**src/rtl/clk_en_gen_if.sv**
```systemverilog
// -----------------------------------------------------------------------------
// clk_en_gen_if
// Bundles the configuration bus, the per-channel run enables and the
// generator outputs of clk_en_gen. Clock and reset stay as plain ports.
//
// Signals:
//   CFG_WE      config write strobe (single cycle)
//   CFG_CH      channel index of the write
//   CFG_DIV     divide ratio of the write
//   CFG_PHASE   phase offset of the write
//   CH_EN       per-channel run enable
//   CE_OUT      one-cycle enable pulse per divided period, per channel
//   CLKOUT      registered divided square wave, per channel
//   LOCKED_OUT  all channels stable
//   CFG_ERR     one-cycle pulse on a rejected write
//
// Modports:
//   master  drives config and enables, observes outputs
//   slave   the generator itself
// -----------------------------------------------------------------------------
interface clk_en_gen_if #(
  parameter int NUM_CH = 6,
  parameter int DIV_W  = 8,
  parameter int CH_W   = 3
);
  logic              CFG_WE;
  logic [CH_W-1:0]   CFG_CH;
  logic [DIV_W-1:0]  CFG_DIV;
  logic [DIV_W-1:0]  CFG_PHASE;
  logic [NUM_CH-1:0] CH_EN;
  logic [NUM_CH-1:0] CE_OUT;
  logic [NUM_CH-1:0] CLKOUT;
  logic              LOCKED_OUT;
  logic              CFG_ERR;

  modport master (
    output CFG_WE, CFG_CH, CFG_DIV, CFG_PHASE, CH_EN,
    input  CE_OUT, CLKOUT, LOCKED_OUT, CFG_ERR
  );

  modport slave (
    input  CFG_WE, CFG_CH, CFG_DIV, CFG_PHASE, CH_EN,
    output CE_OUT, CLKOUT, LOCKED_OUT, CFG_ERR
  );
endinterface

```
**src/rtl/clk_en_gen.sv**
```systemverilog
// -----------------------------------------------------------------------------
// clk_en_gen
// Multi-channel clock-enable generator. Each channel divides CLKIN_IN by a
// run-time programmable ratio with a programmable phase and produces a
// one-cycle enable pulse (CE_OUT) and a registered square wave (CLKOUT).
// A lock counter reports LOCKED_OUT once LOCK_CYCLES edges have passed
// without a reset or an accepted configuration write.
//
// Ports:
//   CLKIN_IN  in   sole clock, rising edge
//   RST_IN    in   synchronous active-high reset
//   bus       clk_en_gen_if.slave : CFG_WE/CFG_CH/CFG_DIV/CFG_PHASE/CH_EN in,
//             CE_OUT/CLKOUT/LOCKED_OUT/CFG_ERR out
//
// Per-channel invariant: cnt < div and phase < div at all times, which
// lets the square-wave phase distance be formed with one conditional add
// instead of a true modulo.
// -----------------------------------------------------------------------------
module clk_en_gen #(
  parameter int NUM_CH      = 6,
  parameter int DIV_W       = 8,
  parameter int CH_W        = 3,
  parameter int LOCK_CYCLES = 16
) (
  input  logic          CLKIN_IN,
  input  logic          RST_IN,
  clk_en_gen_if.slave   bus
);

  localparam int                LK_W     = $clog2(LOCK_CYCLES + 1);
  localparam logic [CH_W:0]     NUM_CH_C = (CH_W+1)'(NUM_CH);
  localparam logic [LK_W-1:0]   LOCK_MAX = LK_W'(LOCK_CYCLES);
  localparam logic [DIV_W-1:0]  DIV_RST  = DIV_W'(2);

  // Per-channel configuration and counter state
  logic [DIV_W-1:0]  r_div   [NUM_CH];
  logic [DIV_W-1:0]  r_phase [NUM_CH];
  logic [DIV_W-1:0]  r_cnt   [NUM_CH];

  logic [NUM_CH-1:0] r_ce_p1;
  logic [NUM_CH-1:0] r_clk_p1;
  logic [LK_W-1:0]   r_lock_cnt;
  logic              r_locked_p1;
  logic              r_err_p1;

  logic              w_cfg_valid;
  logic              w_wr_acc;
  logic              w_wr_rej;
  logic [NUM_CH-1:0] w_wr_sel;
  logic [LK_W-1:0]   w_lock_nxt;

  // Saturating increment of the lock counter.
  function automatic logic [LK_W-1:0] sat_inc_lock(input logic [LK_W-1:0] v);
    if (v >= LOCK_MAX) return LOCK_MAX;
    return v + LK_W'(1);
  endfunction

  // Channel counter advance, wrapping at div-1.
  function automatic logic [DIV_W-1:0] wrap_inc(input logic [DIV_W-1:0] cnt,
                                                input logic [DIV_W-1:0] div);
    return (cnt == div - DIV_W'(1)) ? '0 : cnt + DIV_W'(1);
  endfunction

  // Square-wave level: high while (cnt - phase) mod div is in the first
  // ceil(div/2) positions, so odd ratios get the extra high cycle.
  function automatic logic sq_high(input logic [DIV_W-1:0] cnt,
                                   input logic [DIV_W-1:0] phase,
                                   input logic [DIV_W-1:0] div);
    logic [DIV_W:0] p;
    logic [DIV_W:0] half;
    if (cnt >= phase) p = {1'b0, cnt} - {1'b0, phase};
    else              p = {1'b0, cnt} + {1'b0, div} - {1'b0, phase};
    half = ({1'b0, div} + (DIV_W+1)'(1)) >> 1;
    return (p < half);
  endfunction

  // Stage p0: write qualification and lock-counter next value
  always_comb begin
    w_cfg_valid = ({1'b0, bus.CFG_CH} < NUM_CH_C) &&
                  (bus.CFG_DIV != '0) &&
                  (bus.CFG_PHASE < bus.CFG_DIV);
    w_wr_acc    = bus.CFG_WE && w_cfg_valid;
    w_wr_rej    = bus.CFG_WE && !w_cfg_valid;
    w_wr_sel    = '0;
    for (int i = 0; i < NUM_CH; i++) begin
      w_wr_sel[i] = w_wr_acc && ({1'b0, bus.CFG_CH} == (CH_W+1)'(i));
    end
    w_lock_nxt  = w_wr_acc ? '0 : sat_inc_lock(r_lock_cnt);
  end

  // Stage p1: counters, configuration and registered outputs
  always_ff @(posedge CLKIN_IN) begin
    if (RST_IN) begin
      for (int i = 0; i < NUM_CH; i++) begin
        r_div[i]   <= DIV_RST;
        r_phase[i] <= '0;
        r_cnt[i]   <= '0;
      end
      r_ce_p1     <= '0;
      r_clk_p1    <= '0;
      r_lock_cnt  <= '0;
      r_locked_p1 <= 1'b0;
      r_err_p1    <= 1'b0;
    end else begin
      for (int i = 0; i < NUM_CH; i++) begin
        if (w_wr_sel[i]) begin
          // New ratio takes effect from cnt=0 on the following edge;
          // outputs are held low on the write edge itself.
          r_div[i]    <= bus.CFG_DIV;
          r_phase[i]  <= bus.CFG_PHASE;
          r_cnt[i]    <= '0;
          r_ce_p1[i]  <= 1'b0;
          r_clk_p1[i] <= 1'b0;
        end else if (!bus.CH_EN[i]) begin
          r_cnt[i]    <= '0;
          r_ce_p1[i]  <= 1'b0;
          r_clk_p1[i] <= 1'b0;
        end else begin
          r_ce_p1[i]  <= (r_cnt[i] == r_phase[i]);
          r_clk_p1[i] <= sq_high(r_cnt[i], r_phase[i], r_div[i]);
          r_cnt[i]    <= wrap_inc(r_cnt[i], r_div[i]);
        end
      end
      r_lock_cnt  <= w_lock_nxt;
      r_locked_p1 <= (w_lock_nxt == LOCK_MAX);
      r_err_p1    <= w_wr_rej;
    end
  end

  assign bus.CE_OUT     = r_ce_p1;
  assign bus.CLKOUT     = r_clk_p1;
  assign bus.LOCKED_OUT = r_locked_p1;
  assign bus.CFG_ERR    = r_err_p1;

endmodule

```
**src/flat_wrapper.sv**
```systemverilog
// flat-port wrapper written by rule: the top's interface ports become plain ports
module clk_en_gen_flat 
#(
  parameter int NUM_CH      = 6,
  parameter int DIV_W       = 8,
  parameter int CH_W        = 3,
  parameter int LOCK_CYCLES = 16
)
  (CLKIN_IN, RST_IN, bus_CFG_WE, bus_CFG_CH, bus_CFG_DIV, bus_CFG_PHASE, bus_CH_EN, bus_CE_OUT, bus_CLKOUT, bus_LOCKED_OUT, bus_CFG_ERR);
  clk_en_gen_if #(.NUM_CH(NUM_CH), .DIV_W(DIV_W), .CH_W(CH_W)) bus_i ();
  input  logic CLKIN_IN;
  input  logic RST_IN;
  input wire logic [$bits(bus_i.CFG_WE)-1:0] bus_CFG_WE;
  input wire logic [$bits(bus_i.CFG_CH)-1:0] bus_CFG_CH;
  input wire logic [$bits(bus_i.CFG_DIV)-1:0] bus_CFG_DIV;
  input wire logic [$bits(bus_i.CFG_PHASE)-1:0] bus_CFG_PHASE;
  input wire logic [$bits(bus_i.CH_EN)-1:0] bus_CH_EN;
  output wire logic [$bits(bus_i.CE_OUT)-1:0] bus_CE_OUT;
  output wire logic [$bits(bus_i.CLKOUT)-1:0] bus_CLKOUT;
  output wire logic [$bits(bus_i.LOCKED_OUT)-1:0] bus_LOCKED_OUT;
  output wire logic [$bits(bus_i.CFG_ERR)-1:0] bus_CFG_ERR;
  assign bus_i.CFG_WE = bus_CFG_WE;
  assign bus_i.CFG_CH = bus_CFG_CH;
  assign bus_i.CFG_DIV = bus_CFG_DIV;
  assign bus_i.CFG_PHASE = bus_CFG_PHASE;
  assign bus_i.CH_EN = bus_CH_EN;
  assign bus_CE_OUT = bus_i.CE_OUT;
  assign bus_CLKOUT = bus_i.CLKOUT;
  assign bus_LOCKED_OUT = bus_i.LOCKED_OUT;
  assign bus_CFG_ERR = bus_i.CFG_ERR;
  clk_en_gen #(.NUM_CH(NUM_CH), .DIV_W(DIV_W), .CH_W(CH_W), .LOCK_CYCLES(LOCK_CYCLES)) u_core (.CLKIN_IN(CLKIN_IN), .RST_IN(RST_IN), .bus(bus_i));
endmodule
```
**config.mk**
```make
export PLATFORM = sky130hd
export DESIGN_NAME = clk_en_gen_flat
export DESIGN_NICKNAME = d
export VERILOG_FILES = /design/src/rtl/clk_en_gen_if.sv /design/src/rtl/clk_en_gen.sv /design/src/flat_wrapper.sv
export SDC_FILE = /design/constraint.sdc
export NUM_CORES = 1
export LEC_CHECK = 0
export CAP_MARGIN = 20
export CORE_MARGIN = 2
export CORE_UTILIZATION = 42
export CTS_CLUSTER_DIAMETER = 60
export CTS_CLUSTER_SIZE = 14
export DETAILED_ROUTE_END_ITERATION = 7
export PLACE_DENSITY = 0.71
export SYNTH_ARGS = -nofsm -noshare
export SYNTH_HDL_FRONTEND = slang
export SYNTH_SLANG_ARGS = --single-unit
```
**constraint.sdc**
```tcl
create_clock -name CLKIN_IN -period 3.75 [get_ports CLKIN_IN]
set_input_delay 0.5625 -clock CLKIN_IN [delete_from_list [all_inputs] [get_ports CLKIN_IN]]
set_output_delay 0.5625 -clock CLKIN_IN [all_outputs]
set_load 0.01 [all_outputs]
```
Yosys cells after proc, flatten, opt, wreduce, memory -nomap -nowiden

Memory sizes are Yosys's and may differ from the RTL's.
Cells that the tools add are included.

Word-level logic and storage cells: 275
Memory bits (writable): 144
Input bits: 28
Output and inout bits: 14
Bits in registers: 19
Latch bits: 0
Memories: 3
Memory bits (read-only): 0

Memories:

| memory         | depth | bits a word | rd ports | clocked after Yosys merged registers in | write ports | RTL line         | text |
|---|---|---|---|---|---|---|---|
| u_core.r_cnt   | 6     | 8           | 6        | 0                                       | 6           | clk_en_gen.sv:38 | `logic [DIV_W-1:0] r_cnt [NUM_CH];` |
| u_core.r_div   | 6     | 8           | 6        | 0                                       | 6           | clk_en_gen.sv:36 | `logic [DIV_W-1:0] r_div [NUM_CH];` |
| u_core.r_phase | 6     | 8           | 6        | 0                                       | 6           | clk_en_gen.sv:37 | `logic [DIV_W-1:0] r_phase [NUM_CH];` |

Reductions and logical operators: 19
Muxes and demuxes: 132
Div/mod/pow operators: 0
Order comparisons: 15
Bitwise gates (word level): 36
Add/sub/neg operators: 37
Shift-type cells: 0
$mul: 0
Eq/ne operators: 18

Operators with widths:

| operator                                                 | number |
|---|---|
| two-way mux 8 bit                                        | 36 |
| two-way mux 9 bit                                        | 24 |
| == test 8 bit                                            | 12 |
| two-way mux 1 bit                                        | 69 |
| adder 8 x 1 -> 9 bit, second input constant              | 6 |
| adder 8 x 8 -> 9 bit                                     | 6 |
| less-than comparator 9 x 8 -> 1 bit                      | 6 |
| subtractor 8 x 8 -> 9 bit                                | 6 |
| subtractor 9 x 8 -> 9 bit                                | 6 |
| adder 8 x 1 -> 8 bit, second input constant              | 6 |
| greater-or-equal comparator 8 bit                        | 6 |
| subtractor 8 x 1 -> 8 bit, second input constant         | 6 |
| OR 1 bit                                                 | 30 |
| OR reduction 3 bit                                       | 6 |
| two-way mux 5 bit                                        | 3 |
| logical AND 1 bit                                        | 10 |
| less-than comparator 8 bit                               | 1 |
| nonzero test 8 bit                                       | 1 |
| == test 3 x 2 -> 1 bit, second input constant            | 2 |
| == test 3 bit, second input constant                     | 2 |
| inverter 1 bit                                           | 6 |
| adder 5 x 1 -> 5 bit, second input constant              | 1 |
| == test 5 bit, second input constant                     | 1 |
| greater-or-equal comparator 5 bit, second input constant | 1 |
| 4 further kinds                                          | 4 |

Depth between registers and ports, before layout

Gate-level depths: netlist (run 1).

Depth after elaboration: 11
Gate-level depth with buffers: 18
Mapped depth without buffers: 18

Least setup slack after synthesis (run 1)

Ideal clock, no wire load.

Path kind: reg2reg
From: memory u_core.r_cnt[2][1]
To: register u_core.r_clk_p1[2], in the netlist u_core.bus.CLKOUT[2]
Library setup time: 0.060 ns
Buffers on the path: 1
Slack: -0.028 ns
Arrival: 3.718 ns
Cell stages (with the launch flop): 15
Clock period less this slack: 3.778 ns
Required time: 3.690 ns
Path through: edfxtp_1 -> ha_1 -> nor2b_1 -> o31a_1 -> o21a_1 -> a221oi_1 -> clkbuf_1 -> o21ai_0 -> ha_1 -> a21o_1 -> a21o_1 -> a211oi_1 -> o211ai_1 -> a2111oi_0 -> o311a_1

RTL lines:

| what                          | RTL line          | text |
|---|---|---|
| start, declared               | clk_en_gen.sv:38  |  |
| end signal, assigned by index | clk_en_gen.sv:120 | `r_clk_p1[i] <= sq_high(r_cnt[i], r_phase[i], r_div[i]);` |
| end, declared                 | clk_en_gen.sv:41  | `logic [NUM_CH-1:0] r_clk_p1;` |

==> flow_metrics.py, run 1 <==
metrics = {
    "clock_network": {
        "numCtsBuffers": 17,
        "h-tree-depth": 4,
        "cts.sink_count": 163,
        "cts_buffer_depth": 2,
        "cts_root_buf": "clkbuf_16",
        "path_clk_slew_ps": 70,
        "cts_tree": "yes",
        "clkLatencyLatePin_ps": 440,
    },
    "power_and_ir_drop": {
        "p_switching_mw": 2.54,
        "intPower_mw": 4.50,
        "p_sw_share_pct": 36.1,
        "seqPwrFrac_pct": 31.4,
        "vdd_drop_max_mv": 0.373,
        "clkPwrFrac_pct": 25.7,
        "combPwrFrac_pct": 43.0,
        "p_leak_nw": 8.05,
        "power_density_nw_per_um2": 373,
    },
    "critical_path": {
        "cp-end-kind": "register",
        "r2r_cells": 16,
        "crit_type": "reg2reg",
        "timing.rr.end": "u_core.bus.CLKOUT[2]",
        "slowest_stage": "edfxtp_1",
        "path_cells": "buf_6 > ha_4 > nor2b_4 > o31a_1 > o21a_1 > a221oi_2 > buf_4 > nand2_1 > o21ai_1 > ha_1 > a21o_1 > a21o_1 > a211oi_2 > o211ai_1 > a2111oi_2 > o311a_1",
        "worstSetupStartpointType": "register",
        "required_ps": 4120,
        "r2r-start": "u_core.r_cnt[2][1]",
        "max_stage_delay_ps": 420,
        "cp_max_fo": 4,
        "rrSetupSlack_ps": 80,
        "worstPathArrival_ps": 4040,
        "crit_top_cell": "a21o_1",
        "critPathLaunch": "u_core.r_cnt[2][1]",
    },
    "finish": {
        "drive_gt1_share_pct": 11.5,
        "layout.nets": 2214,
        "syn2layout_area_growth_pct": 18.4,
        "final_util_pct": 50.3,
    },
    "synth": {
        "synthTopCellsByArea": "edfxtp_1, ha_1, xnor2_1, fa_1, inv_1",
        "synth_edf_count": 144,
        "synthCells": 1756,
        "synth_top_area_cell": "edfxtp_1",
        "async_flop_share_pct": 0,
        "synth_area_sq_um": 16000,
        "ys_ff_latch": 163,
        "yosys_warnings": 0,
        "synth_ff_type": "edfxtp_1",
        "synth.avg_cell_area_sq_um": 9.09,
        "synth_commonest_cells": "inv_1, ha_1, xnor2_1",
        "netlist-cell-type-count": 80,
        "synth_sequential_area_ratio_pct": 29.5,
        "synth_top_cell_area_share_pct": 27.1,
        "yosysMostFrequentCell": "inv_1",
    },
    "floorplanning": {
        "core_sq_um": 37600,
        "dieArea_sq_um": 39600,
        "initial_utilization_pct": 42.5,
        "rows": 71,
        "die_w_microns": 199,
        "die_y_microns": 199,
        "io_pins": 42,
    },
    "grt": {
        "grt_pass1_vias": 13300,
        "grt_max_degree": 22,
        "antenna_found_initial": 5,
        "grt_overflow_total": 0,
        "grt_first_pass_wirelength_microns": 68000,
        "grt_usage_pct": 21.9,
    },
    "hold_path": {
        "min_from": "u_core.r_lock_cnt[0]",
        "hp-class": "reg2reg",
        "hold_end": "u_core.r_lock_cnt[0]",
        "hold_depth": 1,
    },
    "sta": {
        "slew_headroom_pct": 38.4,
        "clock_skew_ps": 11.7,
        "min_period_ps": 3670,
        "tightest_slew_ps": 923,
        "hold_viol_final": 0,
        "final_max_slew_viol_count": 0,
        "max_freq_mhz": 272,
        "finalSetupViolations": 0,
        "period_share_pct": 98.0,
        "rsz0062_at_grt": "true",
        "fin_setup_tns_ps": 0,
    },
    "drt": {
        "drc": 0,
        "drt-total-wl_microns": 43300,
        "viasPerCell": 5.45,
        "first_pass_iters": 6,
        "drt_first_iter_violations": 1097,
        "ant_nets": 0,
        "wl_per_cell_microns": 17.4,
        "vias": 13600,
    },
    "placement": {
        "io_buffers": 41,
        "hpwl_microns": 34600,
        "gp_congestion": 0.929,
    },
    "outcome": {
        "outcome": "finished, final reports clean",
    },
    "flow_run": {
        "drv_cap": 0,
    },
}
-- power groups by stage --
stage / clock [mW] / sequential (mW) / combinational [mW]
3_3_place_gp: 0 / 2.24 / 2.72
5_1_grt: 1.90 / 2.22 / 3.37
4_1_cts: 1.83 / 2.21 / 2.85
3_5_place_dp: 0 / 2.25 / 2.81
2_1_floorplan: 0 / 2.23 / 2.05
6_report: 1.81 / 2.21 / 3.02
-- worst max-delay path: cells and delay by family, from the launching register on --
family / cells / cell delay [ps]
compound gates: 10 / 2210
fa+ha+maj: 2 / 480
flops: 1 / 420
buf+inv: 2 / 330
simple gates: 2 / 180
-- cells by family after synthesis --
kind of cell	share of synthesized area (%)
multiplexers	1.11
buffers and inverters	7.04
other	0.0235
flip-flops	29.5
adder cells (fa/ha/maj)	20.2
XOR/XNOR	10.8
AND/OR/NAND/NOR	18.3
AO/OA/AOI/OAI	13.0
-- stage by stage --
step / setup WS (ps) / cell area [sq um] / power [mW] / std cells / hold WS, ps
final: 76.6 / 18900 / 7.04 / 2488 / 489
after global routing: -133 / 18900 / 7.49 / 2487 / 521
after CTS: 7.42 / 18600 / 6.88 / 2470 / 487
after detailed placement: -72.7 / 17900 / 5.06 / 2436 / 470
after global placement: 52.2 / 17900 / 4.97 / 2436 / 459
after floorplan: 16.7 / 16100 / 4.28 / 1803 / 441
-- timing repair --
item | in CTS | in global routing
buffers inserted | 2 | 15
setup endpoints to repair | 3 | 6
hold buffers | 0 | 0
resized for setup | 5 | 50
pin swaps | 0 | 34
cloned | 0 | 0
-- worst max-delay path by stage --
| stage | to | cells after the start |
|---|---|---|
| after floorplan | u_core.r_div[0][40] | 8 |
| after global placement | u_core.bus.CLKOUT[2] | 16 |
| after detailed placement | u_core.bus.CLKOUT[2] | 14 |
| after CTS | u_core.bus.CLKOUT[2] | 15 |
| after global routing | u_core.bus.CLKOUT[2] | 16 |
| final | u_core.bus.CLKOUT[2] | 16 |
-- metal layers --
layer	wire (microns)	track usage (%)	vias to the layer above
li1	-	-	6562
met1	18800	28.5	6445
met2	20400	36.3	442
met3	2510	3.14	110
met4	1560	9.62	4
met5	24	0	-
-- cell type report --
class / count / area (sq um)
tap: 511 / 639
fill: 3400 / 18700
multi-input combinational: 1343 / 10500
antenna: 3 / 7.51
clock buffer: 22 / 464
inverter: 264 / 991
clock inverter: 10 / 128
sequential: 163 / 4700
timing repair buffer: 172 / 1430
-- flip-flops by register name, summed over array words and instances (netlist names) --
name                   cells
u_core.bus.CE_OUT          6
u_core.bus.CFG_ERR         1
u_core.bus.CLKOUT          6
u_core.bus.LOCKED_OUT      1
u_core.r_cnt              48
u_core.r_div              48
u_core.r_lock_cnt          5
u_core.r_phase            48
-- placed cells by master (no fill, tap or decap), drive strengths merged, types with 6 or more instances in the layout --
cell type      count
inv              266
ha               171
xnor2            156
edfxtp           144
buf              131
nor3              99
nor2              84
o21ai             78
nand2             70
a21oi             64
and2              63
nand3             62
fa                54
conb              48
nor4              42
xor2              41
clkdlybuf4s50     41
a21o              33
o21a              30
nand4             26
clkbuf            22
dfxtp             19
nor2b             19
and3              17
a211oi            14
o211ai            13
nand2b            12
mux2i             12
or4               10
o21bai             9
o22ai              9
nor3b              8
o31ai              8
o41ai              8
o31a               6
or2                6
No activity file was read; power rests on OpenSTA's default activity.
==> inputs of run 2 (changes only) <==
SLEW_MARGIN = 10   (was unset)
==> results of run 2 <==
No change in the layout: final DEF, timing and power equal those of run 1.
==> inputs of run 3 (changes only) <==
CORE_MARGIN = unset   (was 2)
==> run 3 against run 2 <==
Against the previous run:
- sequential power about the same
- sequential cell count unchanged
- largest power group unchanged
- largest cell class unchanged
- hold slack got worse by 12 ps
- via count grew 0.11%
- combinational power hardly changed
==> flow_metrics.py, run 3 (synthesis results as in run 1) <==
metrics = {
    "power_and_ir_drop": {
        "power_density_nw_per_um2": 374,
        "total_power_mw": 7.04,
        "p_leak_nw": 8.03,
        "vdd_drop_max_mv": 0.338,
    },
    "sta": {
        "tightest_slew_ps": 949,
        "min_period_ps": 3630,
        "final_max_slew_viol_count": 0,
        "clock_skew_ps": 9.14,
        "rsz0062_at_grt": "true",
        "finalSetupViolations": 0,
        "period_share_pct": 96.7,
        "whs_ps": 478,
        "slew_headroom_pct": 36.6,
        "hold_viol_final": 0,
        "max_freq_mhz": 276,
    },
    "grt": {
        "grt_first_pass_wirelength_microns": 69200,
        "grt_util_met3_pct": 4.43,
        "grt.busiest_layer": "met2",
        "grt_max_degree": 22,
        "grt_use_met2_pct": 37.7,
        "grt_use_met1_pct": 28.9,
        "grt_overflow_total": 0,
        "grt_usage_pct": 22.7,
        "grt_pass1_vias": 13400,
        "antenna_found_initial": 8,
    },
    "hold_path": {
        "hold_depth": 1,
        "hp-class": "reg2reg",
    },
    "critical_path": {
        "required_ps": 4120,
        "cp_max_fo": 2,
        "worstSetupStartpointType": "register",
        "cp-end-kind": "register",
        "endpoint": "u_core.bus.CLKOUT[5]",
        "worstPathArrival_ps": 4000,
        "rrSetupSlack_ps": 120,
        "critPathLaunch": "u_core.r_phase[5][1]",
        "r2r-start": "u_core.r_phase[5][1]",
        "crit_type": "reg2reg",
        "r2r_cells": 13,
        "timing.rr.end": "u_core.bus.CLKOUT[5]",
    },
    "finish": {
        "stdcell_count": 2485,
        "final_util_pct": 50.2,
        "drive_gt1_share_pct": 11.2,
        "final_cell_mix": "inv_1, ha_1, xnor2_1",
        "layout.nets": 2209,
        "syn2layout_area_growth_pct": 17.9,
        "layout_commonest_cell": "inv_1",
        "finalInstanceArea_sq_um": 18800,
        "reg_top3": "u_core.r_cnt (48), u_core.r_div (48), u_core.r_phase (48)",
    },
    "placement": {
        "place_inst": 2437,
        "gp_congestion": 0.943,
        "placed_area_sq_um": 17900,
        "io_buffers": 41,
        "hpwl_microns": 34600,
    },
    "floorplanning": {
        "die_w_microns": 197,
        "die_y_microns": 197,
        "initial_utilization_pct": 42.6,
        "core_sq_um": 37500,
        "io_pins": 42,
        "rows": 71,
        "dieArea_sq_um": 38800,
    },
    "clock_network": {
        "cts_buffer_depth": 2,
        "numCtsBuffers": 17,
        "h-tree-depth": 4,
        "cts_tree": "yes",
        "clkLatencyLatePin_ps": 440,
        "path_clk_slew_ps": 70,
        "cts_root_buf": "clkbuf_16",
        "cts_hold_buffers": 0,
        "cts.sink_count": 163,
    },
    "drt": {
        "first_pass_iters": 5,
        "drc": 0,
        "drt_first_iter_violations": 868,
        "drt-total-wl_microns": 43400,
        "viasPerCell": 5.46,
        "wl_per_cell_microns": 17.5,
        "ant_nets": 0,
        "vias": 13600,
    },
    "outcome": {
        "outcome": "finished, final reports clean",
    },
    "flow_run": {
        "drv_cap": 0,
    },
}
-- run 3: through the flow --
step | worst slack, ps | setup TNS, ps
3_5_place_dp | -35.7 | -35.7
3_3_place_gp | 48.1 | 0
4_1_cts | 0.0480 | 0
2_1_floorplan | 16.7 | 0
6_report | 123 | 0
5_1_grt | -35.1 | -71.7
-- run 3: critical path, stage by stage (launching register included) --
cell and delay, ps:
edfxtp_1 430, fa_1 550, inv_1 70, ha_1 290, a21o_1 190, a21oi_2 160
o21ai_0 160, o41ai_2 260, xnor2_1 100, o311a_1 290, ha_1 290, and4_1 150
or4_1 420, a211oi_2 180
-- run 3: area by class of cell --
| cell class | instances | area, sq um |
|---|---|---|
| antenna | 5 | 12.5 |
| sequential | 163 | 4700 |
| clock inverter | 14 | 168 |
| tap | 511 | 639 |
| timing repair buffer | 167 | 1380 |
| fill | 3512 | 18700 |
| inverter | 264 | 991 |
| multi-input combinational | 1343 | 10500 |
| clock buffer | 18 | 429 |
-- run 3: layer usage --
layer	part of all wire, %	up-vias
met5	0.088	-
met1	42	6465
li1	-	6551
met4	3.6	6
met2	47	437
met3	6.9	119
-- run 3: power breakdown --
part	internal (mW)	switching, mW	leakage (nW)
sequential	2.09	0.114	1.57
combinational	1.38	1.63	6.16
clock	0.954	0.867	0.294
-- run 3: worst min-delay path by stage --
stage / startpoint / endpoint / slack (ps)
finish: u_core.r_lock_cnt[0] / u_core.r_lock_cnt[0] / 480
floorplan: u_core.r_lock_cnt[0] / u_core.r_lock_cnt[0] / 440
CTS: u_core.r_lock_cnt[0] / u_core.r_lock_cnt[0] / 480
global placement: u_core.r_lock_cnt[0] / u_core.r_lock_cnt[0] / 460
global route: u_core.r_lock_cnt[0] / u_core.r_lock_cnt[0] / 520
detailed placement: u_core.r_lock_cnt[0] / u_core.r_lock_cnt[0] / 470
-- run 3: repair_timing --
item	in CTS	in global routing
endpoints found under the setup margin	2	6
gates resized for setup	3	44
setup buffers	2	9
pin swaps	0	18
